==> src/rtl/wave_capture_ctrl.sv <==
// Capture sequencer for one wave channel: decimates ADC samples, finds the trigger,
// writes a pre/post-trigger frame into the back bank and swaps banks when not held.
module wave_capture_ctrl #(
  parameter int ADDR_W       = 9,
  parameter int DATA_W       = 12,
  parameter int PRETRIG      = 64,
  parameter int AUTO_TIMEOUT = 2048
) (
  input  logic              clock,
  input  logic              reset,
  input  logic              sampleValid,
  input  logic [DATA_W-1:0] sampleData,
  input  logic [5:0]        sampleAdjust,
  input  logic              hold,
  input  logic [DATA_W-1:0] triggerLevel,
  input  logic              triggerFalling,
  input  logic              autoEn,
  output logic              wrEn,
  output logic [ADDR_W:0]   wrAddr,
  output logic [DATA_W-1:0] wrData,
  output logic              displayBank,
  output logic [ADDR_W-1:0] displayStart,
  output logic              frameReady,
  output logic              autoTrig,
  output logic [2:0]        captureState
);
  localparam int DEPTH = 1 << ADDR_W;
  localparam int TO_W  = (AUTO_TIMEOUT > 1) ? $clog2(AUTO_TIMEOUT) : 1;
  localparam logic [ADDR_W-1:0] PRE_LAST  = ADDR_W'(PRETRIG - 1);
  localparam logic [ADDR_W-1:0] POST_LAST = ADDR_W'(DEPTH - PRETRIG - 2);
  localparam logic [ADDR_W-1:0] PRETRIG_A = ADDR_W'(PRETRIG);
  localparam logic [TO_W-1:0]   TO_LAST   = TO_W'(AUTO_TIMEOUT - 1);

  typedef enum logic [2:0] {
    S_IDLE  = 3'd0,
    S_PRE   = 3'd1,
    S_ARMED = 3'd2,
    S_POST  = 3'd3,
    S_SWAP  = 3'd4
  } state_t;

  state_t            state_q, state_d;
  logic [5:0]        decCnt_q, decCnt_d, adj_q, adj_d;
  logic [ADDR_W-1:0] ptr_q, ptr_d, cnt_q, cnt_d, trigPtr_q, trigPtr_d;
  logic [TO_W-1:0]   toCnt_q, toCnt_d;
  logic [DATA_W-1:0] prev_q, prev_d, wrData_q, wrData_d;
  logic              prevOk_q, prevOk_d, autoFlag_q, autoFlag_d;
  logic              wrEn_q, wrEn_d, wb_q, wb_d, db_q, db_d;
  logic [ADDR_W:0]   wrAddr_q, wrAddr_d;
  logic [ADDR_W-1:0] dstart_q, dstart_d;
  logic              frameReady_q, frameReady_d, autoTrig_q, autoTrig_d;
  logic              active, accept, trigHit, timeout, enterPre;

  assign active  = (state_q == S_PRE) || (state_q == S_ARMED) || (state_q == S_POST);
  assign accept  = active && sampleValid && (decCnt_q == '0);
  assign trigHit = prevOk_q && (triggerFalling
                   ? (prev_q > triggerLevel) && (sampleData <= triggerLevel)
                   : (prev_q < triggerLevel) && (sampleData >= triggerLevel));
  assign timeout = autoEn && (toCnt_q == TO_LAST);

  always_comb begin
    state_d      = state_q;
    decCnt_d     = decCnt_q;
    adj_d        = adj_q;
    ptr_d        = ptr_q;
    cnt_d        = cnt_q;
    toCnt_d      = toCnt_q;
    prev_d       = prev_q;
    prevOk_d     = prevOk_q;
    trigPtr_d    = trigPtr_q;
    autoFlag_d   = autoFlag_q;
    wrEn_d       = 1'b0;
    wrAddr_d     = wrAddr_q;
    wrData_d     = wrData_q;
    wb_d         = wb_q;
    db_d         = db_q;
    dstart_d     = dstart_q;
    frameReady_d = 1'b0;
    autoTrig_d   = autoTrig_q;
    enterPre     = 1'b0;

    if (active && sampleValid)
      decCnt_d = (decCnt_q == '0) ? adj_q : decCnt_q - 6'd1;

    if (accept) begin
      wrEn_d   = 1'b1;
      wrAddr_d = {wb_q, ptr_q};
      wrData_d = sampleData;
      ptr_d    = ptr_q + 1'b1;
      prev_d   = sampleData;
      prevOk_d = 1'b1;
    end

    case (state_q)
      S_IDLE: if (!hold && ptr_q == '0 && decCnt_q == '0) enterPre = 1'b1;
      S_PRE: if (accept) begin
        if (cnt_q == PRE_LAST) begin
          state_d = S_ARMED;
          toCnt_d = '0;
        end else begin
          cnt_d = cnt_q + 1'b1;
        end
      end
      S_ARMED: if (accept) begin
        if (toCnt_q != TO_LAST) toCnt_d = toCnt_q + 1'b1;
        // trigger sample becomes post sample 0, so the POST count restarts here
        if (trigHit || timeout) begin
          state_d    = S_POST;
          trigPtr_d  = ptr_q;
          autoFlag_d = !trigHit;
          cnt_d      = '0;
        end
      end
      S_POST: if (accept) begin
        if (cnt_q == POST_LAST) state_d = S_SWAP;
        else                    cnt_d   = cnt_q + 1'b1;
      end
      S_SWAP: begin
        ptr_d    = '0;
        decCnt_d = '0;
        if (!hold) begin
          db_d         = wb_q;
          wb_d         = ~wb_q;
          dstart_d     = trigPtr_q - PRETRIG_A;
          autoTrig_d   = autoFlag_q;
          frameReady_d = 1'b1;
          enterPre     = 1'b1;
        end else begin
          state_d = S_IDLE;
        end
      end
      default: state_d = S_IDLE;
    endcase

    if (enterPre) begin
      state_d  = S_PRE;
      adj_d    = sampleAdjust;
      prevOk_d = 1'b0;
      cnt_d    = '0;
      ptr_d    = '0;
      decCnt_d = '0;
    end
  end

  always_ff @(posedge clock) begin
    if (reset) begin
      state_q      <= S_IDLE;
      decCnt_q     <= '0;
      adj_q        <= '0;
      ptr_q        <= '0;
      cnt_q        <= '0;
      toCnt_q      <= '0;
      prev_q       <= '0;
      prevOk_q     <= 1'b0;
      trigPtr_q    <= '0;
      autoFlag_q   <= 1'b0;
      wrEn_q       <= 1'b0;
      wrAddr_q     <= '0;
      wrData_q     <= '0;
      wb_q         <= 1'b0;
      db_q         <= 1'b1;
      dstart_q     <= '0;
      frameReady_q <= 1'b0;
      autoTrig_q   <= 1'b0;
    end else begin
      state_q      <= state_d;
      decCnt_q     <= decCnt_d;
      adj_q        <= adj_d;
      ptr_q        <= ptr_d;
      cnt_q        <= cnt_d;
      toCnt_q      <= toCnt_d;
      prev_q       <= prev_d;
      prevOk_q     <= prevOk_d;
      trigPtr_q    <= trigPtr_d;
      autoFlag_q   <= autoFlag_d;
      wrEn_q       <= wrEn_d;
      wrAddr_q     <= wrAddr_d;
      wrData_q     <= wrData_d;
      wb_q         <= wb_d;
      db_q         <= db_d;
      dstart_q     <= dstart_d;
      frameReady_q <= frameReady_d;
      autoTrig_q   <= autoTrig_d;
    end
  end

  assign wrEn         = wrEn_q;
  assign wrAddr       = wrAddr_q;
  assign wrData       = wrData_q;
  assign displayBank  = db_q;
  assign displayStart = dstart_q;
  assign frameReady   = frameReady_q;
  assign autoTrig     = autoTrig_q;
  assign captureState = state_q;
endmodule

==> config.mk <==
export PLATFORM = sky130hd
export DESIGN_NAME = wave_capture_ctrl
export DESIGN_NICKNAME = d
export VERILOG_FILES = /design/src/rtl/wave_capture_ctrl.sv
export SDC_FILE = /design/constraint.sdc
export NUM_CORES = 1
export LEC_CHECK = 0
export CELL_PAD_IN_SITES_DETAIL_PLACEMENT = 2
export CELL_PAD_IN_SITES_GLOBAL_PLACEMENT = 2
export CORE_ASPECT_RATIO = 0.6
export CORE_MARGIN = 5
export CORE_UTILIZATION = 28
export DETAILED_ROUTE_END_ITERATION = 16
export MAX_ROUTING_LAYER = met4
export PLACE_DENSITY = 0.85
export SLEW_MARGIN = 25
export SYNTH_ARGS = -nofsm -noshare
export SYNTH_HDL_FRONTEND = slang
export SYNTH_SLANG_ARGS = --single-unit
==> constraint.sdc <==
create_clock -name clock -period 2.61 [get_ports clock]
set_input_delay 0.3915 -clock clock [delete_from_list [all_inputs] [get_ports clock]]
set_output_delay 0.3915 -clock clock [all_outputs]
set_load 0.02 [all_outputs]
==> results.cfg, run 1 <==
[status]
status = complete, but fails checks
violations = negative setup slack

[route]
routed.top_layer = met4
ant_nets = 0
via_count = 4677
wl_met2_mm = 10.49
route.detailed.drc = 0
first_iter_violations = 288
drt-wirelength-per-cell_um = 23.84
wirelength_mm = 21.00
drt_first_pass_iters = 5
viasPerCell = 5.309
wl_met1_mm = 9.091
wl_met3_um = 940

[sta]
slew_headroom = 0.4818
final_max_slew_viol_count = 0
hold_violations = 0
rsz0062_at_grt = yes
period_minus_slack_ps = 2834
skew_ps = 14.11
clock.fmax_mhz = 352.8
finalCritPeriodShare = 1.086
timing.final.ws_setup_ps = -224.4
tightest_slew_ps = 776.5
finalSetupViolCount = 15

[synthesis]
synth_edf_count = 0
async_flop_share = 0
avgSynthCellArea_um2 = 8.146
ys_types = 51
synth_top_cell_by_area = dfxtp_1
synth_top_area_share = 0.3979
synthFlopType = dfxtp_1
synth-seq-area-share = 0.3979
syn_area_um2 = 4578
ys_seq_elements = 91
syn_nets = 629
synth_top_cells_by_area = dfxtp_1 40%, nand2_1 9.0%, ha_1 8.5%, a21oi_1 6.0%, mux2i_1 4.6%
yosysWarnings = 0
syn_inst = 562

[place]
numPortBuffers = 73
dp_hpwl_mm = 12.06
dp.cells = 849
gp_congestion = 0.8451
placed_cell_area_um2 = 5713

[worst_setup_path]
cp.arrival_ps = 3070
critical_path.cell_chain = ha_4, a21oi_1, nand2_1, a221o_1, nor4b_2, o32ai_4, a21oi_4, buf_4, mux2i_1
critPathCaptureType = register
path_buf_inv = 1
crit_path_start_kind = register
cp_slowest_stage_delay_ps = 440
crit_type = register to register
slowest_stage = nor4b_2
cp.required_ps = 2850
cpLargestDelayFamily = compound AO/OA/AOI/OAI gates
cp_max_fo = 4

[final_layout]
syn_to_final_growth_pct = 44.36
fillers = 1749
fin_nets = 735
final_cell_count_no_fill = 881
stdcell_area_um2 = 6609
post-route-util = 0.4098
drive_above_1_share = 0.2143
diodes = 0

[clock_tree]
cts_max_path_buffers = 2
clockRootBuffer = clkbuf_16
cts_tree = done
clock_latency_ps = 350
clk_pin_slew_ps = 80
cts_max_level = 3
holdBufCountCts = 0
cts_sinks = 91
cts_buffers = 9

[floorplan]
die_area_um2 = 19090
dieHeight_um = 109.0
pin_count = 74
row_count = 36
initial_core_util = 0.2839
placeableCoreArea_um2 = 16130
die_x_um = 175.1

[grt]
grt_pass1_wl_mm = 28.81
grt_max_degree = 33
overflow = 0
track_usage = 0.1963
antenna_found_initial = 0
grt_pass1_vias = 5106

[pwr]
vdd_drop_max_mv = 0.3116
p_leak_nw = 2.451
powerDensity_nw_per_um2 = 647.4
finalPower_mw = 4.279

[worst_hold_path]
holdCritPathClass = input port to register

[run]
max_cap_viol_count = 0
-- report_power, final --
group	switching, mW	internal (mW)	leakage [nW]
registers	0.0969	1.48	0.740
clock network	0.590	0.696	0.131
logic	0.812	0.607	1.58
total	1.50	2.78	2.45
-- cell usage in the layout (no fill, tap or decap), drive strengths merged, types with 2 or more instances in the layout --
cell           netlist  layout
a211oi               6       6
a21o                 2       2
a21oi               56      56
a311oi               8       8
a31oi                4       4
and2                 3       3
and3                 7       7
and4                 5       5
buf                  6      49
clkbuf              21      13
clkdlybuf4s50        0      53
clkinvlp             0       2
dfxtp               91      91
dlygate4sd2          0      12
dlymetal6s2s         0       7
ha                  31      31
inv                 31      31
mux2i               21      21
nand2              110     110
nand2b               5       5
nand3               18      18
nand3b               2       2
nand4                7       7
nor2                51      51
nor2b                6       6
nor3                 6       6
nor4                 5       5
nor4b                4       4
o211a                2       2
o211ai               2       2
o21ai               16      16
o21bai               2       2
or2                  3       3
or3                  2       2
xnor2                7       7
xor2                 9       9
-- cell families (layout without fill, tap and decap cells) --
kind of cell,after synthesis,in the layout,share of synthesized area
AND/OR/NAND/NOR,238,238,0.2405
XOR/XNOR,16,16,0.03061
AO/OA/AOI/OAI,107,107,0.1492
flip-flops,91,91,0.3979
multiplexers,21,21,0.04591
adder cells (fa/ha/maj),31,31,0.08472
buffers and inverters,58,168,0.05111
-- Yosys cell counts (all sizes together) (2+ instances only) --
cell and n:
xor2 9, a21oi 56, nand2 110, o21bai 2
xnor2 7, clkbuf 21, nor2b 6, nand3b 2
o211a 2, mux2i 21, o211ai 2, nand4 7
nor4b 4, inv 31, a211oi 6, o21ai 16
and3 7, or2 3, and2 3, a31oi 4
dfxtp 91, nor3 6, or3 2, a311oi 8
nand2b 5, and4 5, a21o 2, nor2 51
nor4 5, nand3 18, buf 6, ha 31
-- worst paths after layout --
| check | depth (start not counted) | end | startpoint | slack, ps |
|---|---|---|---|---|
| max | 9 | trigPtr_q[2]$_SDFFE_PP0P_ | wrData[10]$_SDFFE_PP0P_ | -220 |
| min | 3 | wrData[6]$_SDFFE_PP0P_ | sampleData[6] | 370 |
| max reg2reg | 9 | trigPtr_q[2]$_SDFFE_PP0P_ | wrData[10]$_SDFFE_PP0P_ | -220 |
| min reg2reg | 2 | displayStart[2]$_SDFFE_PP0P_ | displayStart[2]$_SDFFE_PP0P_ | 460 |
-- state kept, by name, summed over array words and instances (netlist names) --
name / count
adj_q: 6
autoFlag_q: 1
autoTrig: 1
captureState: 3
cnt_q: 9
decCnt_q: 6
displayBank: 1
displayStart: 9
frameReady: 1
prevOk_q: 1
ptr_q: 9
toCnt_q: 11
trigPtr_q: 9
wb_q: 1
wrAddr: 10
wrData: 12
wrEn: 1
-- per-stage QoR --
step | worst slack (ps) | TNS, ps | hold WS (ps)
2_1_floorplan | 6.757 | 0 | 431.9
3_3_place_gp | -543.2 | -9506 | 445.1
3_5_place_dp | -672.9 | -12340 | 453.3
4_1_cts | 1.145 | 0 | 437.5
5_1_grt | -258.1 | -2360 | 380.4
6_report | -224.4 | -1062 | 370.7
-- final cells by class --
type                            count  area [µm²]  share of cell area
Multi-Input combinational cell    413        2955              0.4472
Timing Repair Buffer              122        1157              0.1751
Clock inverter                      3       23.77            0.003597
Sequential cell                    91        1836              0.2777
Clock buffer                       12       256.5             0.03881
Tap cell                          209       261.5             0.03957
Inverter                           31       118.9             0.01799
-- routing by layer --
metal | vias up | GRT usage
met1 | 2371 | 0.2409
met4 | 0 | 0.04146
met3 | 37 | 0.03915
met2 | 120 | 0.3401
met5 | - | -
li1 | 2149 | -
-- what timing repair did --
action / in CTS / in global routing
setup endpoints to repair: 20 / 53
gates cloned: 2 / 1
resized for setup: 55 / 58
buffers inserted: 4 / 12
hold endpoints to repair: 0 / 0
pin swaps: 17 / 25
-- worst reg2reg max path: cells and delay by family (launching register included) --
family	cells	cell delay, ps
DFF	1	430
muxes	1	310
adders and majority gates	1	250
buffers and inverters	1	190
and+or+nand+nor	2	560
AOI/OAI and AO/OA	4	970
(Power assumes the default switching activity.)
==> inputs of run 2 (changes only) <==
Settings changed: ABC_CLOCK_PERIOD_IN_PS set to 2610, CAP_MARGIN set to 15.
==> results of run 2 <==
Same layout as run 1: the final DEF is identical, and so are final timing and power.
